**src/rtl/pcm_to_i2s.sv**
```systemverilog
// pcm_to_i2s: PCM sample-pair to I2S serializer with a one-deep holding register.
// sck is divided from clk; ws/sd update on the same clk edge as each sck fall.
module pcm_to_i2s #(
    parameter int NUMBER_OF_BITS = 8,
    parameter int SLOT_BITS = 16,
    parameter int SCK_DIV = 1
) (
    input  logic                      clk,
    input  logic                      rst_n,
    input  logic                      en,
    input  logic                      in_valid,
    output logic                      in_ready,
    input  logic [NUMBER_OF_BITS-1:0] in_left,
    input  logic [NUMBER_OF_BITS-1:0] in_right,
    output logic                      sck,
    output logic                      ws,
    output logic                      sd,
    output logic                      underrun
);
    localparam int CW = $clog2(2*SLOT_BITS);
    localparam int DW = (SCK_DIV > 1) ? $clog2(SCK_DIV) : 1;

    typedef enum logic {IDLE, RUN} state_t;
    state_t state, state_nx;

    logic [DW-1:0]             div;
    logic [CW-1:0]             c, c_nx, p;
    logic [NUMBER_OF_BITS-1:0] hold_l, hold_r, frame_l, frame_r, word, sh;
    logic                      hold_valid, accept, start, half, tick, load, bit_nx;

    assign in_ready = !hold_valid;
    assign accept   = in_valid && !hold_valid;
    assign c_nx     = (c == CW'(2*SLOT_BITS-1)) ? '0 : c + 1'b1;
    assign p        = (c_nx >= CW'(SLOT_BITS)) ? c_nx - CW'(SLOT_BITS) : c_nx;
    assign word     = (c_nx >= CW'(SLOT_BITS)) ? frame_r : frame_l;
    assign sh       = word << (p - CW'(1));
    assign bit_nx   = (p != '0 && p <= CW'(NUMBER_OF_BITS)) ? sh[NUMBER_OF_BITS-1] : 1'b0;
    assign load     = start || (tick && c_nx == '0);

    always_comb begin
        state_nx = state;
        start    = 1'b0;
        half     = 1'b0;
        tick     = 1'b0;
        if (!en)
            state_nx = IDLE;
        else if (state == IDLE) begin
            state_nx = RUN;
            start    = 1'b1;
        end else begin
            half = div == DW'(SCK_DIV-1);
            tick = half && sck;
        end
    end

    always_ff @(posedge clk or negedge rst_n) begin
        if (!rst_n)
            state <= IDLE;
        else
            state <= state_nx;
    end

    always_ff @(posedge clk or negedge rst_n) begin
        if (!rst_n) begin
            div        <= '0;
            sck        <= 1'b0;
            c          <= '0;
            ws         <= 1'b0;
            sd         <= 1'b0;
            underrun   <= 1'b0;
            hold_valid <= 1'b0;
            hold_l     <= '0;
            hold_r     <= '0;
            frame_l    <= '0;
            frame_r    <= '0;
        end else begin
            underrun <= load && !hold_valid;
            if (load) begin
                frame_l <= hold_valid ? hold_l : '0;
                frame_r <= hold_valid ? hold_r : '0;
            end
            // a pair accepted on a load edge with an empty hold waits for the next frame
            if (load && hold_valid)
                hold_valid <= 1'b0;
            else if (accept) begin
                hold_valid <= 1'b1;
                hold_l     <= in_left;
                hold_r     <= in_right;
            end
            if (state_nx == IDLE || start) begin
                div <= '0;
                sck <= 1'b0;
                c   <= '0;
                ws  <= 1'b0;
                sd  <= 1'b0;
            end else if (half) begin
                div <= '0;
                sck <= !sck;
                if (tick) begin
                    c  <= c_nx;
                    ws <= c_nx >= CW'(SLOT_BITS);
                    sd <= bit_nx;
                end
            end else
                div <= div + 1'b1;
        end
    end
endmodule

```
**config.mk**
```make
export PLATFORM = sky130hd
export DESIGN_NAME = pcm_to_i2s
export DESIGN_NICKNAME = d
export VERILOG_FILES = /design/src/rtl/pcm_to_i2s.sv
export SDC_FILE = /design/constraint.sdc
export NUM_CORES = 1
export LEC_CHECK = 0
export BUFFER_PORTS_ARGS = -buffer_cell sky130_fd_sc_hd__buf_2
export CORE_UTILIZATION = 30
export CTS_BUF_LIST = sky130_fd_sc_hd__clkbuf_16
export DETAILED_ROUTE_END_ITERATION = 12
export PLACE_DENSITY_LB_ADDON = 0.25
export REMOVE_ABC_BUFFERS = 1
export SLEW_MARGIN = 15
export SYNTH_ARGS = -nofsm -noshare
export SYNTH_HDL_FRONTEND = slang
export SYNTH_SLANG_ARGS = --single-unit
```
**constraint.sdc**
```tcl
create_clock -name clk -period 3.08 [get_ports clk]
set_clock_uncertainty 0.15 [all_clocks]
set_input_delay 0.154 -clock clk [delete_from_list [all_inputs] [get_ports clk]]
set_output_delay 0.154 -clock clk [all_outputs]
set_load 0.02 [all_outputs]
```
# Yosys cells after proc, flatten, opt, wreduce, memory -nomap -nowiden
# Cells that the tools add are included.
[op_classes]
n_addsub = 4
magnitude_cmp = 2
n_eq_ne = 1
shifts = 1
mux = 28
bitwise_logic = 3
reduce_logical = 17
[ops]
columns = ["op", "count"]
rows = [
  ["$mux 5", 5],
  ["$mux 8", 3],
  ["$mux 1", 20],
  ["$shl 8x5->8", 1],
  ["$logic_and 1x1->1", 6],
  ["$reduce_bool 2->1", 3],
  ["$add 5x1->5 const B", 1],
  ["$eq 5x5->1 const B", 1],
  ["$ge 5x5->1 const B", 1],
  ["$le 5x4->1 const B", 1],
  ["$logic_not 5->1", 1],
  ["$reduce_bool 5->1", 1],
  ["$sub 5x1->5 const B", 1],
  ["$sub 5x5->5 const B", 1],
  ["$reduce_and 2->1", 2],
  ["$not 1->1", 3],
  ["$logic_not 1->1", 2],
  ["$logic_or 1x1->1", 2],
  ["$add 1x1->1 const B", 1],
]
[word_totals]
regBits = 44
in_bits = 20
output_inout_bits = 5
word_cells = 68

# Logic depth before layout (Yosys ltp)
# Gate-level depths: netlist of the first run.
[logic_depth]
ltp_word = 10
mapped_depth = 9
ltp_nobuf = 8

# Worst setup path before layout of the first run
# Ideal clock, no wire load.
[synth_path]
path_kind = "flip-flop to flip-flop"
from = "reg c[0]"
to = "reg sd"
setup_time_ns = 0.120
arrival_ns = 2.284
t_required_ns = 2.810
path_slack_ns = 0.526
path_stages_with_launch = 10
path_buffers = 1
period_less_slack_ns = 2.554
cell_sequence = "dfrtp_1 ha_1 and3_1 ha_1 buf_6 mux4_2 nor2b_4 a211oi_2 a21oi_1 a31o_1"
[synth_between]
elab_chain_len = 10
elab_cells_between_ends = 16
cone_classes = "3 x add/sub; 2 x order compare; 1 x eq/ne; 1 x shift; 7 x mux; 2 x reduce/logical"
[synth_lines]
columns = ["item", "line_no", "rtl"]
rows = [
  ["start, declared", "27", "logic [CW-1:0] c, c_nx, p;"],
  ["start signal, assigned", "100", "c <= c_nx;"],
  ["$add 5x1->5 or $eq 5x5->1 (tied branches)", "33", "assign c_nx = (c == CW'(2*SLOT_BITS-1)) ? '0 : c + 1'b1;"],
  ["$mux 5 *", "33", ""],
  ["$sub 5x5->5 or $ge 5x5->1 (tied branches)", "34, 35", ""],
  ["$mux 5", "34", "assign p = (c_nx >= CW'(SLOT_BITS)) ? c_nx - CW'(SLOT_BITS) : c_nx;"],
  ["$sub 5x1->5, or another cell as far along", "36", "assign sh = word << (p - CW'(1));"],
  ["$shl 8x5->8 or $logic_and 1x1->1 (tied branches)", "36, 37", ""],
  ["$mux 1 *", "37", "assign bit_nx = (p != '0 && p <= CW'(NUMBER_OF_BITS)) ? sh[NUMBER_OF_BITS-1] : 1'b0;"],
  ["$mux 1 *", "99", "if (tick) begin"],
  ["$mux 1 *", "96", "end else if (half) begin"],
  ["$mux 1 *", "90", "if (state_nx == IDLE || start) begin"],
  ["end signal, assigned", "102", "sd <= bit_nx;"],
  ["end, declared", "17", "output logic sd,"],
]
# Every way passes the cells marked *; elsewhere a longest branch is shown, timed or not. The select of a mux whose other input is x is not followed.
# A chain may end at the register's enable or synchronous reset.

# Worst setup path in the final report of the first run
# Same ends and word-level chain as after synthesis.

==> results of run 1 <==
[cell families (layout without fill, tap and decap cells)]
group                    after synthesis  in the layout  synth area share
AND/OR/NAND/NOR                       47             47             0.114
flip-flops                            43             43             0.514
multiplexers                          38             38             0.221
buffers and inverters                 27             69            0.0604
AO/OA/AOI/OAI                         19             19            0.0724
adder cells (fa/ha/maj)                2              2            0.0120
other                                  1              1           0.00179
XOR/XNOR                               1              1           0.00419
[how the worst min path moves through the flow]
| stage | endpoint | from | slack (ns) | cells past startpoint |
|---|---|---|---|---|
| global placement | state | en | 0.19 | 1 |
| floorplan | c[0] | rst_n | -0.29 | 0 |
| finish | hold_valid | in_valid | 0.23 | 3 |
| global route | hold_valid | in_valid | 0.27 | 3 |
| detailed placement | state | en | 0.18 | 1 |
| CTS | hold_valid | in_valid | 0.24 | 3 |
[critical path: stages, from the launching register on]
cell      delay [ns]
dfrtp_1         0.46
ha_1            0.29
and3_1          0.17
ha_1            0.48
mux4_2          0.54
nor2b_4         0.14
a211oi_2        0.20
a21oi_1         0.06
a31o_1          0.21
[final cells by class]
| type | count | area, µm² |
|---|---|---|
| clock buffers | 5 | 125 |
| fillers | 690 | 4180 |
| flip-flops and latches | 43 | 1080 |
| clock inverters | 3 | 11.3 |
| inverters | 18 | 67.6 |
| well taps | 80 | 100 |
| repair buffers | 43 | 308 |
| multi-input cells | 108 | 890 |
[routing by layer]
metal | vias up | part of all wire | wire length (µm) | GRT usage
met5 | - | 0 | 0 | 0
met4 | 0 | 0.0090 | 33 | 0.0364
met3 | 5 | 0.031 | 112 | 0.0308
met2 | 21 | 0.48 | 1750 | 0.183
met1 | 652 | 0.48 | 1780 | 0.150
li1 | 688 | - | - | -
[power breakdown]
group / internal [mW] / switching (mW) / total (mW)
sequential: 0.732 / 0.101 / 0.833
clock: 0.292 / 0.199 / 0.490
combinational: 0.194 / 0.131 / 0.325
total: 1.22 / 0.431 / 1.65
[cells in the mapped netlist]
library cell / count / area share
dfrtp_1: 43 / 0.51
nand2_1: 26 / 0.047
inv_1: 18 / 0.032
mux2i_1: 18 / 0.086
mux2_2: 16 / 0.086
a21oi_1: 6 / 0.014
clkbuf_1: 4 / 0.0072
nand2b_1: 4 / 0.012
o21ai_0: 4 / 0.0096
buf_6: 3 / 0.016
mux4_1: 3 / 0.038
nor2b_1: 3 / 0.0090
buf_2: 2 / 0.0048
ha_1: 2 / 0.012
nand3b_1: 2 / 0.0072
nor2_1: 2 / 0.0036
nor3_1: 2 / 0.0048
nor3b_1: 2 / 0.0072
a211oi_2: 1 / 0.0060
a21bo_4: 1 / 0.0078
a21o_1: 1 / 0.0036
a31o_1: 1 / 0.0042
a31oi_2: 1 / 0.0060
a32oi_1: 1 / 0.0042
and2b_1: 1 / 0.0036
and3_1: 1 / 0.0030
conb_1: 1 / 0.0018
mux4_2: 1 / 0.011
nand2_4: 1 / 0.0054
nand3_1: 1 / 0.0024
nor2b_4: 1 / 0.0066
o211ai_1: 1 / 0.0036
o22ai_1: 1 / 0.0030
o31ai_4: 1 / 0.010
or3_1: 1 / 0.0030
xor2_1: 1 / 0.0042
[flip-flops by register name, indices dropped and copies added, names as in the netlist]
signal      count
frame_l         8
frame_r         8
hold_l          8
hold_r          8
c               4
div             1
hold_valid      1
sck             1
sd              1
state           1
underrun        1
ws              1
==> flow_summary.json, run 1 <==
{
  "hold_class": "in -> reg",
  "synthCells": 178,
  "crit_required_ns": 3.10,
  "crit_fanout": 8,
  "vdd_drop_max_mv": 0.369,
  "maxSlewViolCount": 0,
  "clkTransAtPathRegs_ns": 0.06,
  "postCtsHoldBufs": 18,
  "cts_setup_buffers": 0,
  "antenna_found_initial": 0,
  "leakagePower_nw": 1.23,
  "fmax_mhz": 358,
  "grt_pass1_wl_um": 6580,
  "post_drt_via_cell_ratio": 4.55,
  "utilization": 0.381,
  "route.detailed.drc": 0,
  "rrSetupSlack_ns": 0.28,
  "whs_ns": 0.235,
  "dp_hpwl_um": 2500,
  "cts_tree": "built",
  "reg2reg_from": "c[0]",
  "clock_path_buffers": 2,
  "final_cells": 300,
  "avgSynthCellArea_um2": 11.8,
  "period_needed_ns": 2.80,
  "drt_iter0_markers": 28,
  "synth_seq_cells": 43,
  "nNetsFinal": 241,
  "grt_overflow": 0,
  "dieHeight_um": 85.5,
  "io_pins": 25,
  "crit_end": "sd",
  "tightest_slew_ns": 0.970,
  "num_antenna_cells": 0,
  "arrival_ns": 2.81,
  "core_um2": 6760,
  "vias": 1366,
  "hold_violations": 0,
  "grt_start_max_net_pins": 44,
  "fin_setup_tns_ns": 0,
  "cts_resized": 0,
  "startpoint": "c[0]",
  "dieArea_um2": 7310,
  "drt_wl_total_um": 3670,
  "layout-drive-gt1-share": 0.241,
  "wl_per_cell_um": 12.2,
  "worst_setup_path_start_kind": "register",
  "netlist_area_um2": 2090,
  "final.period_utilization": 0.908,
  "drt_first_pass_iters": 3,
  "dp_cells": 274,
  "setup_ws_ns": 0.283,
  "reg2reg_to": "sd",
  "setup_viol": 0,
  "grt_usage": 0.114,
  "final_common_cell": "dfrtp_1",
  "yosys.cell_types.count": 36,
  "row_count": 30,
  "run_status": "completed",
  "yosys_warnings": 0,
  "grt_pass1_vias": 1398,
  "clock_latency_ns": 0.28,
  "cts_root_buffer": "clkbuf_16",
  "io_buffers": 24,
  "place_congestion": 0.808,
  "finalPower_mw": 1.65,
  "postPlaceCellArea_um2": 2260,
  "area_delta_synth_final_pct": 23.2,
  "die_w_um": 85.5,
  "ys_seq_area_frac": 0.514,
  "endpoint_kind": "register",
  "rsz0062_at_grt": "no",
  "numCtsBuffers": 5,
  "cts.htree.levels": 2,
  "cap_violations": 0,
  "drtAntennaViolNets": 0,
  "reg2reg_depth": 8,
  "layout_common_cells": "dfrtp_1 (43), nand2_1 (26), buf_2 (24), inv_1 (19)",
  "final_cell_area_um2": 2580,
  "dp_worst_setup_slack_ns": 0.296,
  "cts_sinks": 43,
  "slew_headroom": 0.353,
  "power_density_nw_per_um2": 639,
  "critical_path_class": "reg -> reg",
  "start_util": 0.310
}
Power figures use the tool's default switching activity.
==> run 2, diff against run 1 <==
--- a/config.mk
+++ b/config.mk
@@ -5,7 +5,7 @@
 export SDC_FILE = /design/constraint.sdc
 export NUM_CORES = 1
 export LEC_CHECK = 0
-export BUFFER_PORTS_ARGS = -buffer_cell sky130_fd_sc_hd__buf_2
+export BUFFER_PORTS_ARGS = -buffer_cell sky130_fd_sc_hd__buf_4
 export CORE_UTILIZATION = 30
 export CTS_BUF_LIST = sky130_fd_sc_hd__clkbuf_16
 export DETAILED_ROUTE_END_ITERATION = 12
==> flow_summary.json, run 2 (synthesis results as in run 1) <==
{
  "run_status": "completed",
  "cts_sinks": 43,
  "die_w_um": 85.5,
  "critical_path_class": "reg -> reg",
  "fillers": 672,
  "cts.htree.levels": 2,
  "crit_slowest_cell": "mux4_2",
  "vdd_drop_max_mv": 0.319,
  "leakagePower_nw": 1.25,
  "final_cell_area_um2": 2670,
  "grt_pass1_wl_um": 6530,
  "start_util": 0.310,
  "final_common_cell": "dfrtp_1",
  "dieHeight_um": 85.5,
  "dieArea_um2": 7310,
  "worst_setup_path_start_kind": "register",
  "grt_start_max_net_pins": 44,
  "grt_usage": 0.112,
  "fmax_mhz": 359,
  "dp_hpwl_um": 2510,
  "endpoint_kind": "register",
  "io_pins": 25,
  "maxSlewViolCount": 0,
  "period_needed_ns": 2.79,
  "wl_per_cell_um": 12.1,
  "num_antenna_cells": 0,
  "dp_worst_setup_slack_ns": 0.281,
  "crit_required_ns": 3.10,
  "drtAntennaViolNets": 0,
  "post_drt_via_cell_ratio": 4.67,
  "route.detailed.drc": 0,
  "path_common_cell": "ha_1",
  "utilization": 0.394,
  "whs_ns": 0.234,
  "hold_violations": 0,
  "final_cells": 300,
  "drt_wl_total_um": 3620,
  "power_density_nw_per_um2": 655,
  "cts_resized": 0,
  "core_um2": 6760,
  "cap_violations": 0,
  "layout_common_cells": "dfrtp_1 (43), nand2_1 (26), buf_4 (25)",
  "clkTransAtPathRegs_ns": 0.06,
  "dp_cells": 274,
  "numCtsBuffers": 5,
  "grt_pass1_vias": 1466,
  "place_congestion": 0.797,
  "nNetsFinal": 241,
  "setup_ws_ns": 0.292,
  "setup_viol": 0,
  "grt_overflow": 0,
  "slew_headroom": 0.606,
  "layout-drive-gt1-share": 0.250,
  "final.period_utilization": 0.905,
  "clock_latency_ns": 0.28,
  "cts_setup_buffers": 0,
  "drt_iter0_markers": 27,
  "cts_root_buffer": "clkbuf_16",
  "drt_first_pass_iters": 4,
  "vias": 1402,
  "arrival_ns": 2.80,
  "clock_path_buffers": 2,
  "crit_path_cell_trace": "ha_1 -> and3_1 -> ha_1 -> mux4_2 -> nor2b_4 -> a211oi_2 -> a21oi_1 -> a31o_1",
  "postPlaceCellArea_um2": 2320,
  "tightest_slew_ns": 0.590,
  "fin_setup_tns_ns": 0,
  "row_count": 30,
  "area_delta_synth_final_pct": 27.4,
  "rsz0062_at_grt": "no",
  "antenna_found_initial": 0,
  "hold_class": "in -> reg",
  "register_area_um2": 1080,
  "max_stage_delay_ns": 0.54,
  "cts_tree": "built",
  "multi_input_area_um2": 890,
  "finalPower_mw": 1.74,
  "io_buffers": 24,
  "crit_fanout": 8
}
## run 2: worst max-delay path: cells and delay by family, from the launching register on
family	cells	cell delay, ns
adders and majority gates	2	0.76
muxes	1	0.54
AOI/OAI and AO/OA	3	0.46
DFF	1	0.45
and+or+nand+nor	2	0.31
## run 2: final timing paths
kind / start / cells past startpoint / to / slack, ns
worst min-delay path: in_valid / 3 / hold_valid / 0.23
worst max-delay path: c[0] / 8 / sd / 0.29
max in group asynchronous: rst_n / 2 / frame_l[7] / 2.14
worst min register to register: hold_l[7] / 1 / hold_l[7] / 0.36
worst max register to register: c[0] / 8 / sd / 0.29
min in group asynchronous: rst_n / 2 / hold_r[6] / 0.25
## run 2: report_power, final
part           internal [mW]  switching [mW]  total, mW
clock network          0.378           0.197      0.575
registers              0.732           0.101      0.833
logic                  0.203           0.133      0.337
total                   1.31           0.431       1.74
## run 2: area by class of cell
class | instances | area share
clock buffer | 5 | 0.0469
clock inverter | 3 | 0.0146
inverter | 18 | 0.0254
multi-input combinational | 108 | 0.334
sequential | 43 | 0.404
tap | 80 | 0.0376
timing repair buffer | 43 | 0.138
## run 2: per-layer routing
| metal | track usage | vias up | wire (µm) |
|---|---|---|---|
| met5 | 0 | - | 0 |
| met2 | 0.185 | 24 | 1750 |
| met3 | 0.0250 | 4 | 121 |
| met1 | 0.146 | 690 | 1720 |
| li1 | - | 684 | - |
| met4 | 0.0409 | 0 | 29 |
## run 2: timing repair
action,4_1_cts,5_1_grt
endpoints found under the hold margin,60,0
hold buffers,18,0
endpoints found under the setup margin,0,0
